<file path="src/rtl/svc_rv_imem_loader.sv">
// Framed byte-stream IMEM loader: packs LE words, writes IMEM 1 cycle after a word's 4th byte.
// Holds cpu_rst until a good checksum; s_ready is high whenever out of reset (no backpressure).
`timescale 1ns/1ps
module svc_rv_imem_loader #(
  parameter int          IMEM_AW = 5,
  parameter logic [7:0]  MAGIC   = 8'hA5
) (
  input  logic               clk,
  input  logic               rst,
  input  logic               s_valid,
  input  logic [7:0]         s_data,
  output logic               s_ready,
  output logic               imem_wen,
  output logic [IMEM_AW-1:0] imem_waddr,
  output logic [31:0]        imem_wdata,
  output logic               cpu_rst,
  output logic               load_done,
  output logic               load_err
);

  typedef enum logic [2:0] {
    S_IDLE,
    S_CNT_LO,
    S_CNT_HI,
    S_DATA,
    S_CHK,
    S_DONE,
    S_ERR
  } state_t;

  localparam logic [16:0]      CAP      = 17'(1) << IMEM_AW;
  localparam logic [IMEM_AW:0] ONE_WORD = (IMEM_AW+1)'(1);

  state_t             state_q, state_d;
  logic [7:0]         cnt_lo_q, cnt_lo_d;
  logic [IMEM_AW:0]   words_left_q, words_left_d;
  logic [1:0]         byte_idx_q, byte_idx_d;
  logic [31:0]        word_q, word_d;
  logic [7:0]         sum_q, sum_d;
  logic               inc_pending_q, inc_pending_d;

  logic               imem_wen_d;
  logic [IMEM_AW-1:0] imem_waddr_d;
  logic [31:0]        imem_wdata_d;
  logic               cpu_rst_d, load_done_d, load_err_d;

  logic               accept;
  logic [7:0]         sum_next;
  logic [16:0]        n_full;
  logic [31:0]        word_next;

  assign accept    = s_valid && s_ready;
  assign sum_next  = sum_q + s_data;
  assign n_full    = {1'b0, s_data, cnt_lo_q};
  assign word_next = {s_data, word_q[31:8]};

  always_ff @(posedge clk) begin
    if (rst) begin
      state_q <= S_IDLE;
    end else begin
      state_q <= state_d;
    end
  end

  always_comb begin
    state_d       = state_q;
    cnt_lo_d      = cnt_lo_q;
    words_left_d  = words_left_q;
    byte_idx_d    = byte_idx_q;
    word_d        = word_q;
    sum_d         = sum_q;
    inc_pending_d = 1'b0;
    imem_wen_d    = 1'b0;
    imem_wdata_d  = imem_wdata;
    cpu_rst_d     = cpu_rst;
    load_done_d   = load_done;
    load_err_d    = load_err;
    // The address steps the cycle after a non-final write, so the strobe sees the old address.
    imem_waddr_d  = inc_pending_q ? imem_waddr + 1'b1 : imem_waddr;

    if (accept) begin
      case (state_q)
        S_IDLE, S_DONE, S_ERR: begin
          if (s_data == MAGIC) begin
            state_d      = S_CNT_LO;
            cpu_rst_d    = 1'b1;
            load_done_d  = 1'b0;
            load_err_d   = 1'b0;
            imem_waddr_d = '0;
            sum_d        = '0;
            byte_idx_d   = '0;
          end
        end
        S_CNT_LO: begin
          cnt_lo_d = s_data;
          state_d  = S_CNT_HI;
        end
        S_CNT_HI: begin
          if (n_full > CAP) begin
            state_d    = S_ERR;
            load_err_d = 1'b1;
          end else if (n_full == '0) begin
            state_d = S_CHK;
          end else begin
            state_d      = S_DATA;
            words_left_d = n_full[IMEM_AW:0];
          end
        end
        S_DATA: begin
          word_d     = word_next;
          sum_d      = sum_next;
          byte_idx_d = byte_idx_q + 2'd1;
          if (byte_idx_q == 2'd3) begin
            imem_wen_d   = 1'b1;
            imem_wdata_d = word_next;
            words_left_d = words_left_q - ONE_WORD;
            if (words_left_q == ONE_WORD) begin
              state_d = S_CHK;
            end else begin
              inc_pending_d = 1'b1;
            end
          end
        end
        S_CHK: begin
          if (sum_next == 8'd0) begin
            state_d     = S_DONE;
            cpu_rst_d   = 1'b0;
            load_done_d = 1'b1;
          end else begin
            state_d    = S_ERR;
            load_err_d = 1'b1;
          end
        end
        default: begin
          state_d = S_IDLE;
        end
      endcase
    end
  end

  always_ff @(posedge clk) begin
    if (rst) begin
      cnt_lo_q      <= '0;
      words_left_q  <= '0;
      byte_idx_q    <= '0;
      word_q        <= '0;
      sum_q         <= '0;
      inc_pending_q <= 1'b0;
      s_ready       <= 1'b0;
      imem_wen      <= 1'b0;
      imem_waddr    <= '0;
      imem_wdata    <= '0;
      cpu_rst       <= 1'b1;
      load_done     <= 1'b0;
      load_err      <= 1'b0;
    end else begin
      cnt_lo_q      <= cnt_lo_d;
      words_left_q  <= words_left_d;
      byte_idx_q    <= byte_idx_d;
      word_q        <= word_d;
      sum_q         <= sum_d;
      inc_pending_q <= inc_pending_d;
      s_ready       <= 1'b1;
      imem_wen      <= imem_wen_d;
      imem_waddr    <= imem_waddr_d;
      imem_wdata    <= imem_wdata_d;
      cpu_rst       <= cpu_rst_d;
      load_done     <= load_done_d;
      load_err      <= load_err_d;
    end
  end

endmodule

</file>
<file path="config.mk">
export PLATFORM = sky130hd
export DESIGN_NAME = svc_rv_imem_loader
export DESIGN_NICKNAME = d
export VERILOG_FILES = /design/src/rtl/svc_rv_imem_loader.sv
export SDC_FILE = /design/constraint.sdc
export NUM_CORES = 1
export LEC_CHECK = 0
export BUFFER_PORTS_ARGS = -buffer_cell sky130_fd_sc_hd__buf_2
export CORE_MARGIN = 5
export CORE_UTILIZATION = 30
export DETAILED_ROUTE_END_ITERATION = 12
export PLACE_DENSITY_LB_ADDON = 0.15
export SLEW_MARGIN = 10
export SYNTH_ARGS = -nofsm -noshare
export SYNTH_HDL_FRONTEND = slang
export SYNTH_SLANG_ARGS = --single-unit
</file>
<file path="constraint.sdc">
create_clock -name clk -period 2.15 [get_ports clk]
set_clock_uncertainty 0.2 [all_clocks]
set_input_delay 0.1075 -clock clk [delete_from_list [all_inputs] [get_ports clk]]
set_output_delay 0.1075 -clock clk [all_outputs]
set_load 0.01 [all_outputs]
</file>
Word-level counts from Yosys, hierarchy flattened
Cells that the tools add are included.
{ "op_classes": {"n_addsub": 4, "magnitude_cmp": 1, "eq_ne": 17, "mux": 31, "bitwise_logic": 3, "reduce_logical": 19} }
{ "ops": {"columns": ["cell", "n"], "rows": [
  ["5-bit 2-to-1 mux", 4],
  ["6-bit 2-to-1 mux", 3],
  ["17-bit zero test", 1],
  ["16-bit by 6-bit > comparator with 1-bit output, second input constant", 1],
  ["2-bit != test, second input constant", 8],
  ["8-bit case mux with 2 select lines", 1],
  ["3-bit 2-to-1 mux", 5],
  ["3-bit case mux with 5 select lines", 1],
  ["6-bit case mux with 2 select lines", 1],
  ["5-bit AND reduction", 2],
  ["3-bit == test, second input constant", 3],
  ["1-bit 2-to-1 mux", 9],
  ["8-bit adder", 1],
  ["8-bit == test, second input constant", 1],
  ["8-bit zero test", 1],
  ["8-bit 2-to-1 mux", 1],
  ["4-bit AND reduction", 2],
  ["3-bit by 2-bit == test with 1-bit output, second input constant", 2],
  ["6-bit by 1-bit == test with 1-bit output, second input constant", 1],
  ["3-bit AND reduction", 2],
  ["2-bit nonzero test", 3],
  ["3-bit OR reduction", 2],
  ["6-bit by 1-bit subtractor with 6-bit output, second input constant", 1],
  ["5-bit by 1-bit adder with 5-bit output, second input constant", 1],
  ["13 further kinds", 18]
]} }
{ "word_totals": {"register_bits": 102, "input_bits": 11, "out_inout_bits": 42} }

Logic depth before layout (Yosys ltp)
Gate-level depths: netlist of the first run.
{ "depth": {"ltp_word": 5, "depth_mapped": 8} }

Worst setup path before layout of the first run
OpenSTA, ideal clock, no wires.
{ "synth_timing": {"kind": "register -> register", "start": "register sum_q[0]", "end": "register load_err", "arrival_ns": 2.020, "required_ns": 1.828, "setup_slack_ns": -0.192, "stages_incl_launch_ff": 9, "path_buffers": 0, "cell_sequence": "dfxtp_1 -> ha_1 -> fa_1 -> a211oi_1 -> o21bai_1 -> a21oi_1 -> xnor2_1 -> nand3b_1 -> o311a_1"} }
{ "synth_between": {"elab_chain_len": 4} }
{ "synth_rtl": {"columns": ["element", "line", "text"], "rows": [
  ["from (decl)", "39", "logic [7:0] sum_q, sum_d;"],
  ["from (signal assigned)", "161", "sum_q <= sum_d;"],
  ["8-bit adder", "53", "assign sum_next = sum_q + s_data;"],
  ["8-bit zero test", "125", "if (sum_next == 8'd0) begin"],
  ["2-bit != test (no line)", null, null],
  ["5-bit AND reduction (no line)", null, null],
  ["to (signal assigned)", "169", "load_err <= load_err_d;"],
  ["to (decl)", "18", "output logic load_err"]
]} }
Every way passes these cells.
A chain may end at the register's enable or synchronous reset.

Worst setup path in the final report of the first run
Same ends and word-level chain as after synthesis.

==> results of run 1 <==
where the power goes:
part	internal [mW]	switching (mW)	total, mW
clock network	0.810	0.741	1.55
logic	0.0963	0.128	0.225
registers	1.75	0.00856	1.76
total	2.65	0.878	3.53
metrics by stage:
step	TNS (ns)	worst slack, ns
2_1_floorplan	-0.148	-0.0695
3_3_place_gp	-3.10	-0.366
3_5_place_dp	-3.75	-0.413
4_1_cts	-1.74	-0.229
5_1_grt	-2.58	-0.329
6_report	-1.59	-0.213
per-layer routing:
metal  vias up  global-route usage
li1       1882                   -
met1      1702               0.189
met2        63               0.211
met3         9              0.0311
met4         2              0.0383
met5         -                   0
worst max-delay path: stages, from the launching register on:
cell and delay, ns:
dfxtp_2 0.34, ha_4 0.16, fa_2 0.35, a211oi_2 0.24
nor2_1 0.09, xor2_1 0.17, nor4_2 0.17, nand3b_1 0.21
o311a_1 0.32
registers in the layout (all words and copies together) (netlist names):
signal	flops
words_left_q	6
cpu_rst	1
imem_wdata	32
byte_idx_q	2
sum_q	8
s_ready	1
imem_wen	1
cnt_lo_q	8
imem_waddr	5
inc_pending_q	1
load_err	1
state_q	3
load_done	1
word_q	24
cells in the mapped netlist, types with 3 or more instances:
cell type,n,area share
nand2_1,132,0.12
dfxtp_1,94,0.47
a21oi_1,77,0.097
nor2_1,33,0.031
clkbuf_1,28,0.026
o21ai_0,12,0.015
ha_1,11,0.034
mux2i_1,10,0.025
nand3_1,10,0.013
a211oi_1,6,0.011
inv_1,6,0.0056
nor3_1,6,0.0075
xor2_1,6,0.013
nand2b_1,5,0.0078
xnor2_1,5,0.011
nand4_1,4,0.0063
o21a_1,4,0.0075
a21o_1,3,0.0056
nor4_1,3,0.0047
or2_0,3,0.0047
final cells by class:
class,instances,area (sq um)
inverter,6,22.5
tap,176,220
clock inverter,7,63.8
fill,1346,7800
timing repair buffer,112,792
sequential,94,1880
multi-input combinational,367,2130
clock buffer,9,225
how the worst max path moves through the flow:
stage | from | depth (start not counted) | end | slack, ns
floorplan | sum_q[0]$_SDFFE_PP0P_ | 8 | load_err$_SDFFE_PP0P_ | -0.07
global placement | s_data[1] | 8 | words_left_q[0]$_SDFFE_PP0P_ | -0.37
detailed placement | s_data[1] | 7 | words_left_q[2]$_SDFFE_PP0P_ | -0.41
CTS | sum_q[0]$_SDFFE_PP0P_ | 8 | load_err$_SDFFE_PP0P_ | -0.23
global route | sum_q[0]$_SDFFE_PP0P_ | 8 | load_err$_SDFFE_PP0P_ | -0.33
finish | sum_q[0]$_SDFFE_PP0P_ | 8 | load_err$_SDFFE_PP0P_ | -0.21
logic make-up after synthesis:
family,synth area share
adders and majority gates,0.0395
AOI/OAI and AO/OA,0.168
xor gates and xnor gates,0.0241
muxes,0.0251
DFF,0.472
buffers and inverters,0.0357
and+or+nand+nor,0.236
repair_timing:
action,in CTS,in global routing
cloned,1,0
resized for setup,18,16
pin swaps,7,9
hold buffers,6,0
hold endpoints to repair,17,0
endpoints found under the setup margin,11,43
setup buffers,2,1
layout by cell type (no fill, tap or decap), drive strengths merged, types with 9 or more instances in the layout:
cell / netlist / final
nand2: 132 / 132
nor2: 33 / 33
a21oi: 77 / 77
inv: 6 / 10
mux2i: 10 / 10
buf: 2 / 106
o21ai: 13 / 14
nand3: 10 / 10
dfxtp: 94 / 94
clkbuf: 28 / 9
ha: 11 / 11
==> results.yml, run 1 <==
job:
  cap_violations: 0
clock_tree:
  cts_sinks: 94
  numCtsBuffers: 9
  clk_latency_ns: 0.34
  cts.reportedPaths.clkPinSlew_ns: 0.07
  clockRootBuffer: "clkbuf_16"
  cts_max_level: 3
  cts_tree: "done"
  clockBufferDepth: 2
power:
  power_mw: 3.53
  ir_drop_mv: 0.320
  p_leak_nw: 2.03
  power_density_mw_per_mm2: 662
detailed_routing:
  ant_nets: 0
  via_per_inst: 4.74
  top_layer: "met5"
  wl_met2_mm: 4.82
  drc_errors: 0
  met1_length_mm: 5.30
  dr.pass1.iters: 4
  wl_per_cell_um: 13.9
  met3_length_um: 451
  vias: 3658
  drt_iter0_drc: 227
  wirelength_mm: 10.7
finish:
  final_cell_area_sq_mm: 0.00534
  drive_above_1_share: 0.259
  syn_to_final_growth_pct: 33.8
  num_antenna_cells: 0
  fin_nets: 613
  fin_cells: 771
  fin_util: 0.406
logic_synthesis:
  ys_types: 48
  syn_avg_cell_area_sq_um: 8.04
  synthFlopType: "dfxtp_1"
  synth_edf_count: 0
  syn_area_sq_mm: 0.00399
  synth_cells: 496
  yosysSeqAreaShare: 0.472
  ys_warn_count: 0
  synth_nets: 519
  async_flop_share: 0
  synth_seq_cells: 94
timing:
  finalHoldViolCount: 0
  drv_slew: 0
  max_freq_mhz: 423
  relSlewSlack: 0.710
  min_period_ns: 2.36
  rsz0062_at_grt: "yes"
  setup_violations: 11
  hold_slack_ns: 0.0132
  worst_slack_ns: -0.213
  worstMarginPinSlew_ns: 0.436
  fin_crit_sh: 1.10
critical_path:
  start_kind: "flop"
  end_kind: "flop"
  required_ns: 2.18
  arrival_ns: 2.40
  worstSetupPathType: "flop to flop"
  r2r-end: "load_err$_SDFFE_PP0P_"
  rr_worst_depth: 8
  rrSetupSlack_ns: -0.21
  path_max_fanout: 4
  worstReg2RegStart: "sum_q[0]$_SDFFE_PP0P_"
placed_design:
  hpwl_mm: 7.42
  routabilityCongestion: 0.827
  io_buffers: 52
  placed_area_sq_mm: 0.00481
  dp.cells: 745
global_routing:
  groute.usage.overall: 0.136
  grt-ovfl-total: 0
  grt_pass1_vias: 3432
  grt_pass1_wl_mm: 17.6
  antenna_found_initial: 1
  grt_max_degree: 70
floorplan:
  rows: 42
  io_pins: 53
  die_area_sq_mm: 0.0157
  die_w_um: 125
  die_h_um: 125
  initial_core_util: 0.304
  coreArea_sq_mm: 0.0131
status:
  violations: "negative setup slack"
  status: "finished, violations left"
hold_path:
  hold_path_class: "primary input to flop"
  min_delay_path_depth: 4
  holdPathEnd: "cnt_lo_q[5]$_SDFFE_PP0P_"
  hp-start: "s_data[5]"
Power figures use the tool's default switching activity.
==> run 2: changes to the inputs <==
--- a/config.mk
+++ b/config.mk
@@ -5,9 +5,10 @@
 export SDC_FILE = /design/constraint.sdc
 export NUM_CORES = 1
 export LEC_CHECK = 0
+export ABC_AREA = 1
 export BUFFER_PORTS_ARGS = -buffer_cell sky130_fd_sc_hd__buf_2
 export CORE_MARGIN = 5
-export CORE_UTILIZATION = 30
+export CORE_UTILIZATION = 52
 export DETAILED_ROUTE_END_ITERATION = 12
 export PLACE_DENSITY_LB_ADDON = 0.15
 export SLEW_MARGIN = 10
==> run 2 against run 1 <==
  * The run now ends clean
  * Fmax increased by 13%
  * Hold slack improved by 0.14 ns
  * Sequential cell count stayed put
  * Die area down 39%
  * First-iteration DRC count rose by 13%
  * Clock power shrank 26%
  * Critical path type unchanged
  * Largest power group unchanged
==> results.yml, run 2 <==
detailed_routing:
  ant_nets: 0
  dr.pass1.iters: 5
  vias: 3638
  wirelength_mm: 9.54
  via_per_inst: 5.20
  drc_errors: 0
  drt_iter0_drc: 257
  wl_per_cell_um: 13.6
power:
  p_leak_nw: 2.15
  ir_drop_mv: 0.336
  power_density_mw_per_mm2: 625
logic_synthesis:
  netlist.area_leader.share: 0.464
  synth_cells: 528
  syn_area_sq_mm: 0.00405
  syn_avg_cell_area_sq_um: 7.68
  synth_edf_count: 0
  synthTopCellsByArea: "dfxtp_1 46%, o21ai_0 7.5%, nand2_1 7.2%, a21oi_1 7.0%, nor2_1 5.4%"
  synth_seq_cells: 94
  yosysTopAreaCell: "dfxtp_1"
  yosysMostFrequentCell: "dfxtp_1"
  async_flop_share: 0
  ys_warn_count: 0
  synth_commonest_cells: "94 x dfxtp_1, 78 x nand2_1, 61 x o21ai_0, 58 x nor2_1, 57 x a21oi_1"
  yosysSeqAreaShare: 0.464
  synth_nets: 551
  ys_types: 34
  synthFlopType: "dfxtp_1"
placed_design:
  io_buffers: 52
  routabilityCongestion: 0.868
  dp.cells: 672
  placed_area_sq_mm: 0.00443
  hpwl_mm: 6.68
  preCtsSetupSlack_ns: -0.113
status:
  status: "finished clean"
critical_path:
  worstSetupPathType: "flop to flop"
  arrival_ns: 2.15
  start_kind: "flop"
  rrSetupSlack_ns: 0.06
  path_max_fanout: 3
  required_ns: 2.20
  end_kind: "flop"
timing:
  max_freq_mhz: 477
  setup_violations: 0
  finalHoldViolCount: 0
  worst_slack_ns: 0.0552
  fin_crit_sh: 0.974
  rsz0062_at_grt: "yes"
  relSlewSlack: 0.742
  drv_slew: 0
  min_period_ns: 2.09
  setup_tns_ns: 0
  worstMarginPinSlew_ns: 0.384
finish:
  fin_cells: 699
  multi_input_area_sq_mm: 0.00199
  syn_to_final_growth_pct: 19.7
  final-seq-area_sq_mm: 0.00188
  largest_reg_flops: 32
  drive_above_1_share: 0.214
  layout_common_cells: "93 x dfxtp_1, 75 x nand2_1, 61 x o21ai_0"
  num_antenna_cells: 0
  fill_cells: 721
  top_register: "imem_wdata"
  final_cell_area_sq_mm: 0.00485
  layout_commonest_cell: "dfxtp_1"
  largestRegisters: "imem_wdata: 32 flops, word_q: 24 flops"
  fin_nets: 615
clock_tree:
  clk_latency_ns: 0.38
  cts_max_level: 3
  cts.reportedPaths.clkPinSlew_ns: 0.09
  clockRootBuffer: "clkbuf_8"
  clockBufferDepth: 2
  cts_tree: "done"
  numCtsBuffers: 9
  cts_sinks: 94
global_routing:
  grt_pass1_vias: 3433
  antenna_found_initial: 0
  grt_max_degree: 39
  groute.usage.overall: 0.202
  grt-ovfl-total: 0
  grt_pass1_wl_mm: 16.1
floorplan:
  die_h_um: 98.3
  die_w_um: 98.3
  initial_core_util: 0.530
  coreArea_sq_mm: 0.00765
  rows: 32
  die_area_sq_mm: 0.00966
  io_pins: 53
job:
  cap_violations: 0
hold_path:
  hold_path_class: "primary input to flop"
## run 2: changes by cell type in the layout (fill, tap and decap cells not counted), moves of 7 or more
| cell | change |
|---|---|
| o21ai_2 | +10 |
| nand2_1 | -56 |
| clkbuf_8 | +9 |
| mux2i_1 | -9 |
| nor2_1 | +25 |
| inv_1 | +41 |
| o21ai_0 | +53 |
| clkbuf_16 | -9 |
| nand3_1 | +24 |
| a21oi_1 | -17 |
| buf_4 | -36 |
| inv_2 | +7 |
## run 2: repair_timing
| action | CTS | global route |
|---|---|---|
| buffers inserted | 0 | 1 |
| resized for setup | 7 | 16 |
| setup endpoints to repair | 5 | 5 |
| pin swaps | 7 | 4 |
| hold buffers | 10 | 0 |
| endpoints found under the hold margin | 24 | 0 |
## run 2: cells by family after synthesis
kind of cell | Yosys count | synth area share
xor+xnor | 6 | 0.0130
buf+inv | 76 | 0.0750
fa+ha+maj | 12 | 0.0389
flops | 94 | 0.464
compound gates | 139 | 0.187
simple gates | 200 | 0.219
mux | 1 | 0.00247
## run 2: critical path, cell delays in order (launching register included)
cell and delay, ns:
dfxtp_2 0.36, ha_4 0.14, fa_2 0.44, or2_4 0.25
nor2_4 0.09, nand3_2 0.09, nor2_2 0.10, nand2_1 0.07
nand2_2 0.08, nand2_2 0.05, nand2_1 0.06, nand3_1 0.06
## run 2: worst paths after layout
path | from | to | depth (start not counted)
worst max register to register | sum_q[0]$_SDFFE_PP0P_ | cpu_rst$_SDFFE_PP1P_ | 11
worst min-delay path | s_valid | cnt_lo_q[7]$_SDFFE_PP0P_ | 5
worst min register to register | byte_idx_q[0]$_SDFFE_PP0P_ | byte_idx_q[0]$_SDFFE_PP0P_ | 1
worst max-delay path | sum_q[0]$_SDFFE_PP0P_ | cpu_rst$_SDFFE_PP1P_ | 11
## run 2: per-stage QoR
stage | total power, mW | hold slack [ns] | util
floorplan | 1.84 | -0.0170 | -
global placement | 1.89 | 0.228 | 0.579
detailed placement | 1.89 | 0.216 | 0.579
CTS | 3.04 | 0.138 | 0.621
global route | 3.14 | 0.181 | 0.634
finish | 3.03 | 0.150 | 0.634
## run 2: layout make-up
cell class | count | area share
clock buffers | 9 | 0.0255
multi-input cells | 358 | 0.409
clock inverters | 7 | 0.0147
repair buffers | 74 | 0.0929
flip-flops and latches | 94 | 0.388
inverters | 55 | 0.0428
well taps | 102 | 0.0263
## run 2: power by group
group          total (mW)  switching (mW)  internal [mW]  leakage (nW)
Sequential           1.74        0.000470           1.74         0.758
Combinational       0.137          0.0865         0.0504          1.29
Clock                1.15           0.699          0.455        0.0995
## run 2: layer usage
| layer | part of all wire | track usage |
|---|---|---|
| met5 | 0 | 0 |
| met4 | 0.018 | 0.0777 |
| met1 | 0.49 | 0.283 |
| met3 | 0.048 | 0.0343 |
| met2 | 0.44 | 0.311 |
==> run 3: changes to the inputs <==
--- a/config.mk
+++ b/config.mk
@@ -8,7 +8,7 @@
 export ABC_AREA = 1
 export BUFFER_PORTS_ARGS = -buffer_cell sky130_fd_sc_hd__buf_2
 export CORE_MARGIN = 5
-export CORE_UTILIZATION = 52
+export CORE_UTILIZATION = 61
 export DETAILED_ROUTE_END_ITERATION = 12
 export PLACE_DENSITY_LB_ADDON = 0.15
 export SLEW_MARGIN = 10
==> constraint.sdc (replaced) <==
create_clock -name clk -period 2.7 [get_ports clk]
set_clock_uncertainty 0.2 [all_clocks]
set_input_delay 0.135 -clock clk [delete_from_list [all_inputs] [get_ports clk]]
set_output_delay 0.135 -clock clk [all_outputs]
set_load 0.01 [all_outputs]
==> run 3 against run 2 <==
  * Via count up 2.0%
  * First-iteration DRC count down 12%
  * Combinational power down 30%
  * Sequential share of layout area up 1.7 points
  * Clock-buffer cell count unchanged
  * Highest routed layer unchanged
  * Die area down 13%
  * Final cell count down 4.6%
  * Final area down 4.2%
  * Global-route usage up 2.6 points
  * Clock power down 17%
==> results.yml, run 3 (synthesis gave the netlist of run 2 again) <==
critical_path:
  rr_worst_depth: 11
  path_common_cell: "nand2_1"
  worstSetupPathType: "primary input to flop"
  r2r-end: "cpu_rst$_SDFFE_PP1P_"
  crit_start: "s_data[0]"
  slowest_stage: "dlygate4sd3_1"
  critPathMaxStageDelay_ns: 0.54
  path_max_fanout: 4
  path_cells: "dlygate4sd3_1, buf_2, ha_1, fa_1, or2_2, nor2_1, nand3_1, nor2_1, nand2_1, nand2_1, nand2_1, nand2_1, nand3_1"
  arrival_ns: 2.54
  required_ns: 2.74
  start_kind: "primary input"
  worstReg2RegStart: "sum_q[0]$_SDFFE_PP0P_"
  end_kind: "flop"
  rrSetupSlack_ns: 0.38
timing:
  finalHoldViolCount: 0
  max_freq_mhz: 400
  worst_slack_ns: 0.201
  relSlewSlack: 0.667
  setup_violations: 0
  setup_tns_ns: 0
  min_period_ns: 2.50
  worstMarginPinSlew_ns: 0.496
  drv_slew: 0
  rsz0062_at_grt: "no"
  fin_crit_sh: 0.925
global_routing:
  antenna_found_initial: 0
  grt_max_degree: 39
  grt_pass1_vias: 3426
  grt-ovfl-total: 0
  grt_pass1_wl_mm: 15.8
  groute.usage.overall: 0.228
clock_tree:
  clockRootBuffer: "clkbuf_8"
  numCtsBuffers: 9
  cts.reportedPaths.clkPinSlew_ns: 0.09
  clockBufferDepth: 2
  postCtsSetupRepairBufs: 0
  cts_tree: "done"
  clk_latency_ns: 0.35
  cts_max_level: 3
  cts_sinks: 94
power:
  p_leak_nw: 2.11
  power_frac_comb: 0.039
  switching_share: 0.237
  p_int_mw: 1.86
  ir_drop_mv: 0.309
  seq_power_share: 0.570
  clkPwrFrac: 0.391
  power_density_mw_per_mm2: 524
  power_switching_mw: 0.577
finish:
  layout_commonest_cell: "dfxtp_1"
  num_antenna_cells: 0
  largest_reg_flops: 32
  final_cell_area_sq_mm: 0.00465
  syn_to_final_growth_pct: 14.7
  layout_common_cells: "94 x dfxtp_1, 78 x nand2_1, 61 x o21ai_0"
  fin_nets: 608
  drive_above_1_share: 0.178
  largestRegisters: "imem_wdata: 32 flops, word_q: 24 flops"
  top_register: "imem_wdata"
detailed_routing:
  drt_iter0_drc: 226
  dr.pass1.iters: 4
  drc_errors: 0
  via_per_inst: 5.57
  wl_per_cell_um: 14.2
  wirelength_mm: 9.46
  ant_nets: 0
  vias: 3712
hold_path:
  min_delay_path_depth: 3
  holdPathEnd: "sum_q[0]$_SDFFE_PP0P_"
  hold_path_class: "primary input to flop"
  hp-start: "rst"
placed_design:
  routabilityCongestion: 0.911
  io_buffers: 52
  hpwl_mm: 6.84
  placed_area_sq_mm: 0.00437
  preCtsSetupSlack_ns: 0.422
floorplan:
  coreArea_sq_mm: 0.00642
  die_w_um: 91.5
  die_area_sq_mm: 0.00837
  rows: 29
  initial_core_util: 0.631
  die_h_um: 91.5
  io_pins: 53
job:
  cap_violations: 0
status:
  status: "finished clean"
[run 3: worst max path at each step]
stage                              end  slack [ns]  cells past startpoint
2_1_floorplan   load_done$_SDFFE_PP0P_        0.56                     11
3_3_place_gp    load_done$_SDFFE_PP0P_        0.47                     11
3_5_place_dp      cpu_rst$_SDFFE_PP1P_        0.42                     11
4_1_cts           cpu_rst$_SDFFE_PP1P_        0.23                     13
5_1_grt        state_q[1]$_SDFFE_PP0P_        0.05                     13
6_report          cpu_rst$_SDFFE_PP1P_        0.20                     13
[run 3: metal layers]
| layer | track usage | share of wire | up-vias |
|---|---|---|---|
| met4 | 0.0942 | 0.019 | 0 |
| met1 | 0.311 | 0.48 | 1733 |
| met5 | 0 | 0 | - |
| li1 | - | - | 1866 |
| met2 | 0.358 | 0.45 | 91 |
| met3 | 0.0380 | 0.053 | 22 |
[run 3: metrics by stage]
stage	util	total power [mW]	instances	hold WS (ns)
floorplan	-	1.47	528	0.0105
detailed placement	0.680	1.50	643	0.245
finish	0.724	2.43	667	0.0533
CTS	0.724	2.45	667	0.0393
global placement	0.680	1.50	643	0.242
global route	0.724	2.52	667	0.0638
[run 3: power by group through the flow]
stage | Clock, mW | Combinational [mW] | Sequential, mW
2_1_floorplan | 0 | 0.0498 | 1.42
3_3_place_gp | 0 | 0.0839 | 1.42
3_5_place_dp | 0 | 0.0845 | 1.42
4_1_cts | 0.965 | 0.0941 | 1.39
5_1_grt | 1.03 | 0.105 | 1.39
6_report | 0.952 | 0.0959 | 1.39
[run 3: cell type report]
cell class,instances,area (sq um)
repair buffers,67,393
multi-input cells,358,1870
clock inverters,7,78.8
well taps,77,96.3
inverters,55,208
fillers,534,1770
flip-flops and latches,94,1880
clock buffers,9,124
[run 3: timing repair]
item                                   CTS  global route
gates resized for setup                  0             0
endpoints found under the hold margin   23             0
hold buffers                             8             0
[run 3: critical path, delay by kind of cell]
kind,cells,cell delay [ns]
buffers and inverters,2,0.69
adders and majority gates,2,0.69
and+or+nand+nor,9,1.00
